===== src/rtl/inst_loader_if.sv =====
// Bundles the loader's stream input, memory write port and status signals.
// master: the side that drives the stream (testbench or boot source).
// slave: the loader itself.
interface inst_loader_if #(
    parameter int unsigned width = 8,
    parameter int unsigned pc    = 32
) ();
    logic             start;
    logic [width-1:0] byte_in;
    logic             byte_valid;
    logic             byte_ready;
    logic             mem_we;
    logic [pc-1:0]    mem_addr;
    logic [width-1:0] mem_wdata;
    logic             busy;
    logic             done;
    logic             err;
    logic [pc-1:0]    byte_count;

    modport master (
        output start, byte_in, byte_valid,
        input  byte_ready, mem_we, mem_addr, mem_wdata, busy, done, err, byte_count
    );

    modport slave (
        input  start, byte_in, byte_valid,
        output byte_ready, mem_we, mem_addr, mem_wdata, busy, done, err, byte_count
    );
endinterface


===== src/rtl/inst_loader.sv =====
// Instruction loader: receives a big-endian 4-byte length header followed by
// that many program bytes, writes them to instruction memory starting at
// address 0, then zero-fills the rest of the memory before pulsing done.
module inst_loader #(
    parameter int unsigned n     = 400,
    parameter int unsigned width = 8,
    parameter int unsigned pc    = 32
) (
    input logic          clk,
    input logic          rst,
    inst_loader_if.slave bus
);

    typedef enum logic [2:0] {StIdle, StHdr, StData, StFill, StDone} state_e;

    localparam logic [pc-1:0] NBytes = pc'(n);
    localparam logic [pc-1:0] One    = pc'(1);

    state_e           state_q, state_d;
    logic [1:0]       hdr_cnt_q, hdr_cnt_d;
    logic [pc-1:0]    len_q, len_d;
    logic [pc-1:0]    addr_q, addr_d;    // next address to write
    logic [pc-1:0]    count_q, count_d;
    logic             err_q, err_d;
    logic             we_q, we_d;
    logic [pc-1:0]    waddr_q, waddr_d;
    logic [width-1:0] wdata_q, wdata_d;

    logic          byte_ready;
    logic          accept;
    logic [pc-1:0] len_shift;

    assign byte_ready = (state_q == StHdr) || (state_q == StData);
    assign accept     = byte_ready && bus.byte_valid;
    // Header bytes arrive MSB first, so each new byte shifts in at the bottom.
    assign len_shift  = (len_q << width) | pc'(bus.byte_in);

    // Next-state and registered write-port computation.
    always_comb begin
        state_d   = state_q;
        hdr_cnt_d = hdr_cnt_q;
        len_d     = len_q;
        addr_d    = addr_q;
        count_d   = count_q;
        err_d     = err_q;
        we_d      = 1'b0;
        waddr_d   = waddr_q;
        wdata_d   = wdata_q;

        unique case (state_q)
            StIdle: begin
                if (bus.start) begin
                    state_d   = StHdr;
                    hdr_cnt_d = 2'd0;
                    len_d     = '0;
                    addr_d    = '0;
                    count_d   = '0;
                    err_d     = 1'b0;
                end
            end
            StHdr: begin
                if (accept) begin
                    len_d     = len_shift;
                    hdr_cnt_d = hdr_cnt_q + 2'd1;
                    if (hdr_cnt_q == 2'd3) begin
                        if ((len_shift > NBytes) || (len_shift[1:0] != 2'b00)) begin
                            err_d   = 1'b1;
                            state_d = StIdle;
                        end else if (len_shift == '0) begin
                            state_d = StFill;
                        end else begin
                            state_d = StData;
                        end
                    end
                end
            end
            StData: begin
                if (accept) begin
                    we_d    = 1'b1;
                    waddr_d = addr_q;
                    wdata_d = bus.byte_in;
                    addr_d  = addr_q + One;
                    count_d = count_q + One;
                    if (addr_q + One == len_q) begin
                        state_d = StFill;
                    end
                end
            end
            StFill: begin
                // A full-length program arrives here with addr_q == n: nothing to fill.
                if (addr_q >= NBytes) begin
                    state_d = StDone;
                end else begin
                    we_d    = 1'b1;
                    waddr_d = addr_q;
                    wdata_d = '0;
                    addr_d  = addr_q + One;
                    count_d = count_q + One;
                    if (addr_q + One == NBytes) begin
                        state_d = StDone;
                    end
                end
            end
            StDone: begin
                state_d = StIdle;
            end
            default: begin
                state_d = StIdle;
            end
        endcase
    end

    // State and output registers with synchronous reset.
    always_ff @(posedge clk) begin
        if (rst) begin
            state_q   <= StIdle;
            hdr_cnt_q <= 2'd0;
            len_q     <= '0;
            addr_q    <= '0;
            count_q   <= '0;
            err_q     <= 1'b0;
            we_q      <= 1'b0;
            waddr_q   <= '0;
            wdata_q   <= '0;
        end else begin
            state_q   <= state_d;
            hdr_cnt_q <= hdr_cnt_d;
            len_q     <= len_d;
            addr_q    <= addr_d;
            count_q   <= count_d;
            err_q     <= err_d;
            we_q      <= we_d;
            waddr_q   <= waddr_d;
            wdata_q   <= wdata_d;
        end
    end

    assign bus.byte_ready = byte_ready;
    assign bus.mem_we     = we_q;
    assign bus.mem_addr   = waddr_q;
    assign bus.mem_wdata  = wdata_q;
    assign bus.busy       = (state_q != StIdle);
    assign bus.done       = (state_q == StDone);
    assign bus.err        = err_q;
    assign bus.byte_count = count_q;

endmodule

===== src/flat_wrapper.sv =====
// flat-port wrapper written by rule: the top's interface ports become plain ports
module inst_loader_flat 
#(
    parameter int unsigned n     = 400,
    parameter int unsigned width = 8,
    parameter int unsigned pc    = 32
)
  (clk, rst, bus_start, bus_byte_in, bus_byte_valid, bus_byte_ready, bus_mem_we, bus_mem_addr, bus_mem_wdata, bus_busy, bus_done, bus_err, bus_byte_count);
  inst_loader_if #(.width(width), .pc(pc)) bus_i ();
  input logic clk;
  input logic rst;
  input wire logic [$bits(bus_i.start)-1:0] bus_start;
  input wire logic [$bits(bus_i.byte_in)-1:0] bus_byte_in;
  input wire logic [$bits(bus_i.byte_valid)-1:0] bus_byte_valid;
  output wire logic [$bits(bus_i.byte_ready)-1:0] bus_byte_ready;
  output wire logic [$bits(bus_i.mem_we)-1:0] bus_mem_we;
  output wire logic [$bits(bus_i.mem_addr)-1:0] bus_mem_addr;
  output wire logic [$bits(bus_i.mem_wdata)-1:0] bus_mem_wdata;
  output wire logic [$bits(bus_i.busy)-1:0] bus_busy;
  output wire logic [$bits(bus_i.done)-1:0] bus_done;
  output wire logic [$bits(bus_i.err)-1:0] bus_err;
  output wire logic [$bits(bus_i.byte_count)-1:0] bus_byte_count;
  assign bus_i.start = bus_start;
  assign bus_i.byte_in = bus_byte_in;
  assign bus_i.byte_valid = bus_byte_valid;
  assign bus_byte_ready = bus_i.byte_ready;
  assign bus_mem_we = bus_i.mem_we;
  assign bus_mem_addr = bus_i.mem_addr;
  assign bus_mem_wdata = bus_i.mem_wdata;
  assign bus_busy = bus_i.busy;
  assign bus_done = bus_i.done;
  assign bus_err = bus_i.err;
  assign bus_byte_count = bus_i.byte_count;
  inst_loader #(.n(n), .width(width), .pc(pc)) u_core (.clk(clk), .rst(rst), .bus(bus_i));
endmodule

===== config.mk =====
export PLATFORM = sky130hd
export DESIGN_NAME = inst_loader_flat
export DESIGN_NICKNAME = d
export VERILOG_FILES = /design/src/rtl/inst_loader_if.sv /design/src/rtl/inst_loader.sv /design/src/flat_wrapper.sv
export SDC_FILE = /design/constraint.sdc
export NUM_CORES = 1
export LEC_CHECK = 0
export CORE_MARGIN = 1.5
export CORE_UTILIZATION = 45
export DETAILED_ROUTE_END_ITERATION = 7
export PLACE_DENSITY = 0.64
export SYNTH_ARGS = -nofsm -noshare
export SYNTH_HDL_FRONTEND = slang
export SYNTH_SLANG_ARGS = --single-unit

===== constraint.sdc =====
create_clock -name clk -period 3.9 [get_ports clk]
set_clock_uncertainty 0.2 [all_clocks]
set_input_delay 0.78 -clock clk [delete_from_list [all_inputs] [get_ports clk]]
set_output_delay 0.78 -clock clk [all_outputs]
set_load 0.1 [all_outputs]

# Yosys cells after proc, flatten, opt, wreduce, memory -nomap -nowiden
# Index checks and enable logic that the tools add are counted.
[word_totals]
register_bits = 143
latchBits = 0
mem_bits_rw = 0
romBits = 0
output_inout_bits = 77
wordCells = 81
memories = 0
[op_classes]
n_addsub = 3
multipliers = 0
div_mod_pow = 0
n_lt_le_gt_ge = 2
n_eq_ne = 15
n_shift = 0
muxes = 36
bitwise_logic = 1
reduce_logical = 15
[ops]
columns = ["cell", "count"]
rows = [
  ["32-bit two-way mux", 8],
  ["32-bit one-hot mux with 3 select lines", 2],
  ["32-bit one-hot mux with 2 select lines", 2],
  ["32-bit by 1-bit adder with 32-bit output, second input constant", 2],
  ["32-bit equality test", 1],
  ["32-bit by 9-bit equality test with 1-bit output, second input constant", 1],
  ["32-bit by 9-bit >= comparator with 1-bit output, second input constant", 1],
  ["32-bit by 9-bit greater-than comparator with 1-bit output, second input constant", 1],
  ["32-bit zero test", 1],
  ["32-bit by 8-bit bitwise OR with 32-bit output", 1],
  ["3-bit two-way mux", 8],
  ["8-bit two-way mux", 2],
  ["8-bit one-hot mux with 2 select lines", 1],
  ["3-bit one-hot mux with 4 select lines", 1],
  ["2-bit != test, second input constant", 5],
  ["1-bit two-way mux", 7],
  ["3-bit by 2-bit equality test with 1-bit output, second input constant", 2],
  ["3-bit AND reduction", 2],
  ["6-bit AND reduction", 1],
  ["2-bit nonzero test", 3],
  ["3-bit nonzero test", 2],
  ["5-bit AND reduction", 1],
  ["2-bit two-way mux", 2],
  ["2-bit by 1-bit != test with 1-bit output, second input constant", 2],
  ["11 further kinds", 13],
]

# Logic depth before layout (Yosys ltp)
[depth]
ltp_word = 7
ltp_mapped = 11

# Worst setup path after synthesis
# Ideal clock, no wire load.
[synth_timing]
path_kind = "register to output"
startpoint = "reg u_core.state_q[2]"
endpoint = "out bus_done"
t_arrival_ps = 2833
slack_ps = 87
stages_incl_launch_ff = 3
path_buffers = 1
path_cell_list = "dfxtp_1 -> clkbuf_1 -> nor3b_1"
[synth_via]
elab_chain_cells = 1
[synth_rtl]
columns = ["item", "line_no", "rtl"]
rows = [
  ["start: declaration", "inst_loader.sv:19", "state_e state_q, state_d;"],
  ["start signal: assignment", "inst_loader.sv:116", "state_q <= StIdle;"],
  ["start signal: assignment", "inst_loader.sv:126", "state_q <= state_d;"],
  ["3-bit equality test", "inst_loader.sv:143", "assign bus.done = (state_q == StDone);"],
  ["end: declaration", "flat_wrapper.sv:20", "output wire logic [$bits(bus_i.done)-1:0] bus_done;"],
]
# No other way between the ends.

# Worst setup path in the final report
[layout_timing]
startpoint = "reg u_core.addr_q[0]"
endpoint = "reg u_core.state_q[0]"
[layout_via]
elab_chain_cells = 4
word_cells_on_any_way = 9
classes_between = "add/sub: 1; order compare: 1; eq/ne: 4; mux: 2; reduce/logical: 1"
[layout_rtl]
columns = ["item", "line_no", "rtl"]
rows = [
  ["start: declaration", "inst_loader.sv:22", "logic [pc-1:0] addr_q, addr_d;"],
  ["start signal: assignment", "inst_loader.sv:129", "addr_q <= addr_d;"],
  ["32-bit by 1-bit adder with 32-bit output", "inst_loader.sv:84, inst_loader.sv:99", ""],
  ["32-bit by 9-bit equality test with 1-bit output or 32-bit equality test (tied branches)", "inst_loader.sv:99, inst_loader.sv:84", ""],
  ["3-bit by 1-bit != test with 1-bit output (no source line) or 2-bit != test (tied branches)", "-", ""],
  ["6-bit AND reduction (no source line)", "-", ""],
]
# Several ways; a longest one is shown, not always the timed one.
# A chain may end at the register's enable or synchronous reset.

==> results.md <==
* Mux share of post-synthesis cell area at less than 1%
* H-tree levels at 4
* Tmin final at 3.492 ns
* Slowest cell on the critical path: or4_4
* Worst-Skew Late Latency at about 0.42 ns
* Drt total wl at about 22 mm
* Area growth syn-to-layout at 23.25%
* Largest family of logic cells by synthesized area: simple AND/OR/NAND/NOR gates
* Leakage at 3.090 nW
* Clock transition at the registers of the reported paths at 0.06 ns
* Initial antenna violation count at 0
* Initial Util at between 40 and 50%
* Reg-to-Reg Start: u_core.addr_q[0]
* Hold endpoint: u_core.bus.mem_addr[22]
* Antenna fix cells at 0
* Largest net degree at the start of global routing at 67
* Cells after Synth at just under 1000
* FFs w/ async S/R, synth at 0%
* Setup repair bufs after CTS at 0
* Share of cells above drive strength 1 at 8.821%
* RSZ-0062 raised after global routing: no
* CP Class: flip-flop to flip-flop
* Worst endpoint required time at 4.06 ns
* Clock Tree Root: clkbuf_16
* Number of synthesized register bits at about 140
* Final setup viols at 0
* Hold Vio Cnt, Final at 0
* CTS tree: yes
* Die Width at 132.5 um
* Vias at 7379
* Register area share after synthesis at between 30% and 40%
* FMAX at 286.4 MHz
* Post-CTS sizing at 0
* Post-synthesis adder-cell area fraction at 0.8285%
* Main synth FF type: dfxtp_1
* Buf/Inv on CP at 0
* Critical-path cell list: ha_1, nand3_2, or4_4, nor3_4, xnor2_1, or4_1, or4_1, o21ai_1, a31o_1
* Num rows at 47
* Compound-Gate Fraction of Synth Area at 16.65%
* Hold_buf cts at 0
* PD cells at roughly 360 nW/um^2
* CTS Sinks at 143
* Worst hold start: u_core.bus.mem_addr[22]
* IO Pins at 89
* Vias in the first global route at 6546
* Peak supply drop at 0.0002901 V
* Status: completed
* Slew Viols, Final at 0
* CP max FO at 11
* Final period utilization at 89.54%
* Yosys warns at 0
* Setup_tns at 0 ns
* Nets at around 1100
* Cell repeated most along the worst path: or4_1
* Syn Nets at 1010
* Max_slew headroom at 33.63%
* Setup crit end kind: flip-flop
* RePlAce Congestion at 0.9429
* DRT antenna net count at 0
* DR pass1 iterations at 6
* Xor and xnor area share after synthesis at 9.229%
* Synthesized area per cell at around 7.6 sq um
* Tot Pwr at 3.391 mW
* Register-to-Register Path Depth at 9
* Synth cell types at 60
* Startpoint class of the critical path: flip-flop
* Die Footprint at around 18000 sq um
* Worst R2R Setup Slack at 0.41 ns
* Clock Path Buffers at 2
* Post-synth EDFFs at 0
* Via density at 5.689
* MaxCap Viol Count at 0
* DRC at 0
* IO Port Bufs at ~90
* DRT iter0 DRCs at between 500 and 600
* Placed wire-length estimate at 14.93 mm
* Top delay family on crit path: simple AND/OR/NAND/NOR gates
* Core Region at 16470 sq um
* Reg2reg end: u_core.state_q[0]
* Simple-gate area share of the yosys netlist at a little under a third
* Tot GR Track Use at 24.52%
* Worst hold slack at 0.2476 ns
* WL/cell at about 17 um
* CP arrival at between 3 and 4 ns
* CTS Buf Count at 17
* Global route total overflow at 0
* Hold Path Class: flip-flop to flip-flop
* First-pass GRT wire length at 35.02 mm
* Die Ht at 132.5 um
* Min-Delay Path Depth at 2
* Slowest stage delay, CP at 0.60 ns
* Worst slew pin tran at between 0.9 and 1 ns
* Cell Area, Synth at 7551 sq um
==> cells in the mapped netlist (3+ instances only) <==
cell,count,share of area (%)
or4_1,8,0.80
buf_2,3,0.20
a311oi_1,3,0.35
and4_1,8,0.93
ha_1,5,0.83
nand2b_1,5,0.41
o41ai_1,3,0.35
nand3b_1,17,1.7
clkbuf_1,69,3.4
nor4_1,24,2.0
xor2_1,25,2.9
o21ai_0,39,2.6
dfxtp_1,143,38
nor3_1,30,2.0
nand3_1,40,2.7
o2111ai_1,7,0.81
or3_1,15,1.2
nand2_1,136,6.8
a22oi_1,35,3.5
buf_1,6,0.30
nor2b_1,3,0.25
nor3b_1,3,0.30
and2_1,7,0.58
o31ai_1,7,0.70
xnor2_1,52,6.0
a31oi_1,8,0.66
and3_1,9,0.75
a21oi_1,85,5.6
nor2_1,116,5.8
nand4_1,22,1.8
inv_1,21,1.0
==> logic make-up after synthesis <==
logic type	Yosys count
AOI/OAI and AO/OA	206
buffers and inverters	100
and+or+nand+nor	460
DFF	143
adders and majority gates	5
xor gates and xnor gates	78
muxes	1
==> worst min-delay path, stage by stage, from the launching register on <==
cell and delay, ns:
dfxtp_1 0.31, nand2_1 0.05, a21oi_1 0.05
==> layout by cell type, fill, tap and decap left out, drive strengths merged, types with 9 or more instances in the layout <==
master         count
nor4              26
nand3b            17
nor3              31
and3               9
dfxtp            143
xor2              25
nor2             116
nand4             23
o21ai             40
clkdlybuf4s50     84
a21oi             85
a22oi             35
inv               27
buf               47
clkbuf            17
or4                9
xnor2             52
nand3             41
or3               15
nand2            136
==> worst max-delay path by stage <==
stage	slack, ns	cells past startpoint	end	start
after floorplan	0.09	2	bus_done	u_core.state_q[2]
after global placement	0.27	9	u_core.state_q[0]	bus_byte_in[6]
after detailed placement	0.23	9	u_core.state_q[0]	bus_byte_in[6]
after CTS	0.42	9	u_core.state_q[0]	u_core.addr_q[0]
after global routing	0.18	9	u_core.bus.byte_count[26]	u_core.addr_q[12]
final	0.41	9	u_core.state_q[0]	u_core.addr_q[0]
==> final cells by class <==
class	instances	area, sq um
repair buffers	131	1206
clock buffers	17	425.4
fillers	1618	7159
inverters	21	78.83
well taps	220	275.3
multi-input cells	750	4328
clock inverters	15	130.1
flip-flops and latches	143	2863
==> per-layer routing <==
layer,GRT usage [%],part of all wire [%]
met5,0,0
met4,7.265,1.5
met3,4.636,5.6
met2,38.86,46
met1,33.99,47
==> stage by stage <==
stage          setup WS [ns]  instances  utilization, %  instance area (sq um)
2_1_floorplan        0.08663        993               -                   7551
3_3_place_gp          0.2688       1265           53.15                   8751
3_5_place_dp          0.2256       1265           53.15                   8751
4_1_cts               0.4190       1297           56.52                   9306
5_1_grt               0.1843       1297           56.52                   9306
6_report              0.4080       1297           56.52                   9306
==> registers in the layout (all words and copies together), names as in the netlist <==
signal / cells
u_core.bus.err: 1
u_core.bus.mem_wdata: 8
u_core.bus.byte_count: 32
u_core.hdr_cnt_q: 2
u_core.addr_q: 32
u_core.len_q: 32
u_core.state_q: 3
u_core.bus.mem_we: 1
u_core.bus.mem_addr: 32
==> report_power, final <==
part / internal [mW] / leakage, nW / switching, mW
Combinational: 0.102 / 1.68 / 0.262
Sequential: 1.48 / 1.15 / 0.0312
Clock: 0.833 / 0.262 / 0.686
No activity file was read; power rests on OpenSTA's default activity.
